==> src/rtl/calc1_pkg.sv <==
// Shared calc1 definitions: command and response encodings plus the request-adapter state type.
package calc1_pkg;

    localparam int unsigned CMD_NOP = 0;
    localparam int unsigned CMD_ADD = 1;
    localparam int unsigned CMD_SUB = 2;
    localparam int unsigned CMD_SHL = 5;
    localparam int unsigned CMD_SHR = 6;

    localparam logic [1:0] RESP_NONE    = 2'd0;
    localparam logic [1:0] RESP_OK      = 2'd1;
    localparam logic [1:0] RESP_ERR     = 2'd2;
    localparam logic [1:0] RESP_TIMEOUT = 2'd3;

    typedef enum logic [2:0] {
        ST_IDLE  = 3'd0,
        ST_SEND1 = 3'd1,
        ST_SEND2 = 3'd2,
        ST_WAIT  = 3'd3,
        ST_HOLD  = 3'd4
    } adapter_state_e;

endpackage

==> src/rtl/calc1_req_adapter.sv <==
// Front-end for one calc1 request port: serialises a single-beat command onto the
// two-cycle calc1 pin protocol, waits for the response with a timeout and holds the result.
module calc1_req_adapter
    import calc1_pkg::*;
#(
    parameter int DATA_W  = 32,
    parameter int CMD_W   = 4,
    parameter int TIMEOUT = 16
) (
    input  logic              c_clk,
    input  logic              reset,
    input  logic              in_valid,
    output logic              in_ready,
    input  logic [CMD_W-1:0]  in_cmd,
    input  logic [DATA_W-1:0] in_op1,
    input  logic [DATA_W-1:0] in_op2,
    output logic [CMD_W-1:0]  req_cmd_out,
    output logic [DATA_W-1:0] req_data_out,
    input  logic [1:0]        calc_resp,
    input  logic [DATA_W-1:0] calc_data,
    output logic              rsp_valid,
    input  logic              rsp_ready,
    output logic [1:0]        rsp_code,
    output logic [DATA_W-1:0] rsp_data,
    output logic              spurious_resp
);

    localparam int CNT_W = $clog2(TIMEOUT);
    localparam logic [CNT_W-1:0] CNT_LAST = CNT_W'(TIMEOUT - 1);

    adapter_state_e    state_reg;
    logic [CNT_W-1:0]  cnt_reg;
    logic [DATA_W-1:0] op2_reg;

    always_ff @(posedge c_clk or posedge reset) begin
        if (reset) begin
            state_reg     <= ST_IDLE;
            cnt_reg       <= '0;
            op2_reg       <= '0;
            in_ready      <= 1'b1;
            req_cmd_out   <= '0;
            req_data_out  <= '0;
            rsp_valid     <= 1'b0;
            rsp_code      <= RESP_NONE;
            rsp_data      <= '0;
            spurious_resp <= 1'b0;
        end else begin
            // Any response code seen outside WAIT is flagged and otherwise ignored.
            spurious_resp <= (calc_resp != RESP_NONE) && (state_reg != ST_WAIT);

            case (state_reg)
                ST_IDLE: begin
                    if (in_valid && in_ready) begin
                        in_ready <= 1'b0;
                        op2_reg  <= in_op2;
                        if (in_cmd != CMD_W'(CMD_NOP)) begin
                            state_reg    <= ST_SEND1;
                            req_cmd_out  <= in_cmd;
                            req_data_out <= in_op1;
                        end else begin
                            // NOP never reaches calc1; answer it locally as invalid.
                            state_reg <= ST_HOLD;
                            rsp_valid <= 1'b1;
                            rsp_code  <= RESP_ERR;
                            rsp_data  <= '0;
                        end
                    end
                end
                ST_SEND1: begin
                    state_reg    <= ST_SEND2;
                    req_cmd_out  <= '0;
                    req_data_out <= op2_reg;
                end
                ST_SEND2: begin
                    state_reg    <= ST_WAIT;
                    req_data_out <= '0;
                    cnt_reg      <= '0;
                end
                ST_WAIT: begin
                    cnt_reg <= cnt_reg + 1'b1;
                    // A response in the final counted cycle still beats the timeout.
                    if (calc_resp != RESP_NONE) begin
                        state_reg <= ST_HOLD;
                        rsp_valid <= 1'b1;
                        rsp_code  <= calc_resp;
                        rsp_data  <= (calc_resp == RESP_OK) ? calc_data : '0;
                    end else if (cnt_reg == CNT_LAST) begin
                        state_reg <= ST_HOLD;
                        rsp_valid <= 1'b1;
                        rsp_code  <= RESP_TIMEOUT;
                        rsp_data  <= '0;
                    end
                end
                ST_HOLD: begin
                    if (rsp_ready) begin
                        state_reg <= ST_IDLE;
                        rsp_valid <= 1'b0;
                        in_ready  <= 1'b1;
                    end
                end
                default: begin
                    state_reg <= ST_IDLE;
                    in_ready  <= 1'b1;
                    rsp_valid <= 1'b0;
                end
            endcase
        end
    end

endmodule

==> config.mk <==
export PLATFORM = sky130hd
export DESIGN_NAME = calc1_req_adapter
export DESIGN_NICKNAME = d
export VERILOG_FILES = /design/src/rtl/calc1_pkg.sv /design/src/rtl/calc1_req_adapter.sv
export SDC_FILE = /design/constraint.sdc
export NUM_CORES = 1
export LEC_CHECK = 0
export ABC_AREA = 1
export ABC_CLOCK_PERIOD_IN_PS = 8600
export BUFFER_PORTS_ARGS = -buffer_cell sky130_fd_sc_hd__buf_2
export CORE_MARGIN = 10
export CORE_UTILIZATION = 35
export CTS_BUF_LIST = sky130_fd_sc_hd__clkbuf_16
export CTS_CLUSTER_DIAMETER = 120
export DETAILED_ROUTE_END_ITERATION = 8
export GPL_ROUTABILITY_DRIVEN = 0
export MAX_ROUTING_LAYER = met4
export PLACE_DENSITY_LB_ADDON = 0.15
export SKIP_LAST_GASP = 1
export SLEW_MARGIN = 10
export SYNTH_ARGS = -nofsm -noshare
export SYNTH_HDL_FRONTEND = slang
export SYNTH_SLANG_ARGS = --single-unit
==> constraint.sdc <==
create_clock -name c_clk -period 8.6 [get_ports c_clk]
set_input_delay 0.86 -clock c_clk [delete_from_list [all_inputs] [get_ports c_clk]]
set_output_delay 0.86 -clock c_clk [all_outputs]
set_load 0.01 [all_outputs]
==> impl_metrics.tcl <==
set metrics [dict create \
    holdBufCountCts 0 \
    tns_ps 0 \
    synth_edf_count 0 \
    die_w_um 138 \
    slew_headroom_pct 33.1 \
    io_pins 179 \
    grt_pass1_vias 4590 \
    maxCapViolCount 0 \
    worst_hold_path_type "reg2reg" \
    ir_worst_vdd_uv 125 \
    period_minus_slack_ps 2880 \
    synthArstFlopShare_pct 100 \
    worstPathMaxFanout 36 \
    fin_skew_ps 9.35 \
    p_total_uw 2180 \
    grt-ovfl-total 0 \
    yosysWarnings 0 \
    initial_core_util_pct 35.5 \
    drcViolationCount 0 \
    area_growth_pct 26.6 \
    synth.avg_cell_area_sq_um 7.88 \
    io_buffers 178 \
    core_sq_um 13800 \
    ys_seq_area_share_pct 57.3 \
    end_kind "flop" \
    dp_hpwl_mm 10.5 \
    synth_top_area_share_pct 56.7 \
    drt-vias-per-instance 4.53 \
    clk_pin_slew_ps 70 \
    cts_setup_buffers 0 \
    num_vias 4412 \
    first_pass_iters 6 \
    synth_top_area_cell "dfrtp_1" \
    slew_violations 0 \
    clock_latency_ps 350 \
    clock_sinks 112 \
    status "finished, final reports clean" \
    die_h_um 138 \
    power_per_cell_area_nw_per_um2 351 \
    critPathKind "in2reg" \
    rows 43 \
    drive_gt1_share_pct 26.8 \
    ys_top_cells_by_area "dfrtp_1 (57%), nand2_1 (30%), nand3_1 (4.1%)" \
    critPathLaunchType "input pin" \
    cts_inserted_buffers 9 \
    synthTopCellsByCount "nand2_1 (390), dfrtp_1 (111), nand3_1 (40), buf_2 (14), nor2_1 (13)" \
    cp.required_ps 8840 \
    wire_per_inst_um 14.8 \
    syn-cell-area_sq_um 4900 \
    tritoncts "done" \
    setup_viol 0 \
    drt-initial-drc-count 298 \
    dieArea_sq_um 19100 \
    antenna_found_initial 3 \
    synth-main-ff-cell "dfrtp_1" \
    cts-htree-levels 3 \
    grt_pass1_wl_mm 23.6 \
    fmax_mhz 347 \
    worstMarginPinSlew_ps 997 \
    p_leak_uw 0.00373 \
    cts_resized 0 \
    final_nets 893 \
    final_antenna_net_count 0 \
    finalHoldViolCount 0 \
    track_usage_pct 15.4 \
    grt_max_degree 58 \
    synth.distinct_cells 25 \
    routed_wl_mm 14.4 \
    rsz0062_at_grt "no" \
    synth_most_common_cell "nand2_1" \
    cp.arrival_ps 3120 \
    clk_path_buf_depth 2 \
    ys_ff_latch 112 \
    syn_inst 621 \
    synthesis.nets 728 \
    n_fill_cell 1471 \
    period_share_pct 33.5 \
    cts-root-buf "clkbuf_16" \
]
[cells by family (layout without fill, tap and decap cells)]
kind of cell	count (synthesis)	in the layout	share of synthesized area, %
flops	112	112	57.3
fa+ha+maj	1	1	0.256
compound gates	10	10	1.18
simple gates	456	456	37.0
buf+inv	42	212	4.27
other cells	0	3	0
[layout make-up]
type / instances / area, sq um / area share [%]
inverters: 14 / 55.1 / 0.888
flip-flops and latches: 112 / 2800 / 45.2
well taps: 180 / 225 / 3.63
clock buffers: 9 / 225 / 3.63
repair buffers: 182 / 921 / 14.9
multi-input cells: 467 / 1880 / 30.4
clock inverters: 7 / 78.8 / 1.27
diodes: 3 / 7.51 / 0.121
[metrics by stage]
step	hold slack [ps]	utilization (%)	instance area (sq um)	setup slack (ps)	cells
2_1_floorplan	442	-	4900	4780	621
3_3_place_gp	452	42.8	5890	5370	955
3_5_place_dp	457	42.8	5890	5270	955
4_1_cts	475	45.0	6190	5640	971
5_1_grt	490	45.0	6200	5410	974
6_report	470	45.0	6200	5720	974
[worst max-delay path, cell delays in order]
cell,delay (ps)
buf_2,100
nand2_1,90
clkinv_1,780
nand2_1,660
buf_4,350
nor2_1,120
nand2_1,80
nand2_1,50
[layer usage]
metal | vias up | track usage, % | wire length (um)
met4 | 0 | 5.11 | 208
met5 | - | - | 0
met3 | 15 | 4.55 | 979
met1 | 2023 | 20.1 | 6890
li1 | 2230 | - | -
met2 | 144 | 22.4 | 6360
[where the power goes]
part	switching (uW)	internal, uW	total [uW]	leakage (uW)
Sequential	121	734	855	0.00146
Clock	185	251	436	0.000155
Combinational	599	287	886	0.00212
Total	905	1270	2180	0.00373
[cells in the final DEF, fill, tap and decap left out, drive strengths merged]
cell	Yosys	routed
nand2	395	395
buf	20	182
dfrtp	111	111
nand3	40	40
nor2	18	18
inv	13	15
clkbuf	8	9
o21ai	6	6
clkinv	1	4
diode	0	3
a21oi	2	2
bufinv	0	2
nor3	2	2
or2	1	1
a31oi	1	1
a211oi	1	1
ha	1	1
dfstp	1	1
[final timing paths]
kind                        startpoint             end  slack, ps  depth (start not counted)
setup / recovery              in_valid  req_cmd_out[1]       5720                          8
max in group asynchronous        reset    rsp_data[21]       6740                          3
setup reg to reg              in_ready  req_cmd_out[1]       5950                          7
hold reg to reg            op2_reg[16]     op2_reg[16]        470                          2
min in group asynchronous        reset    rsp_data[23]        630                          2
hold / removal             op2_reg[16]     op2_reg[16]        470                          2
Note: power is estimated with default switching activity, not from simulation.
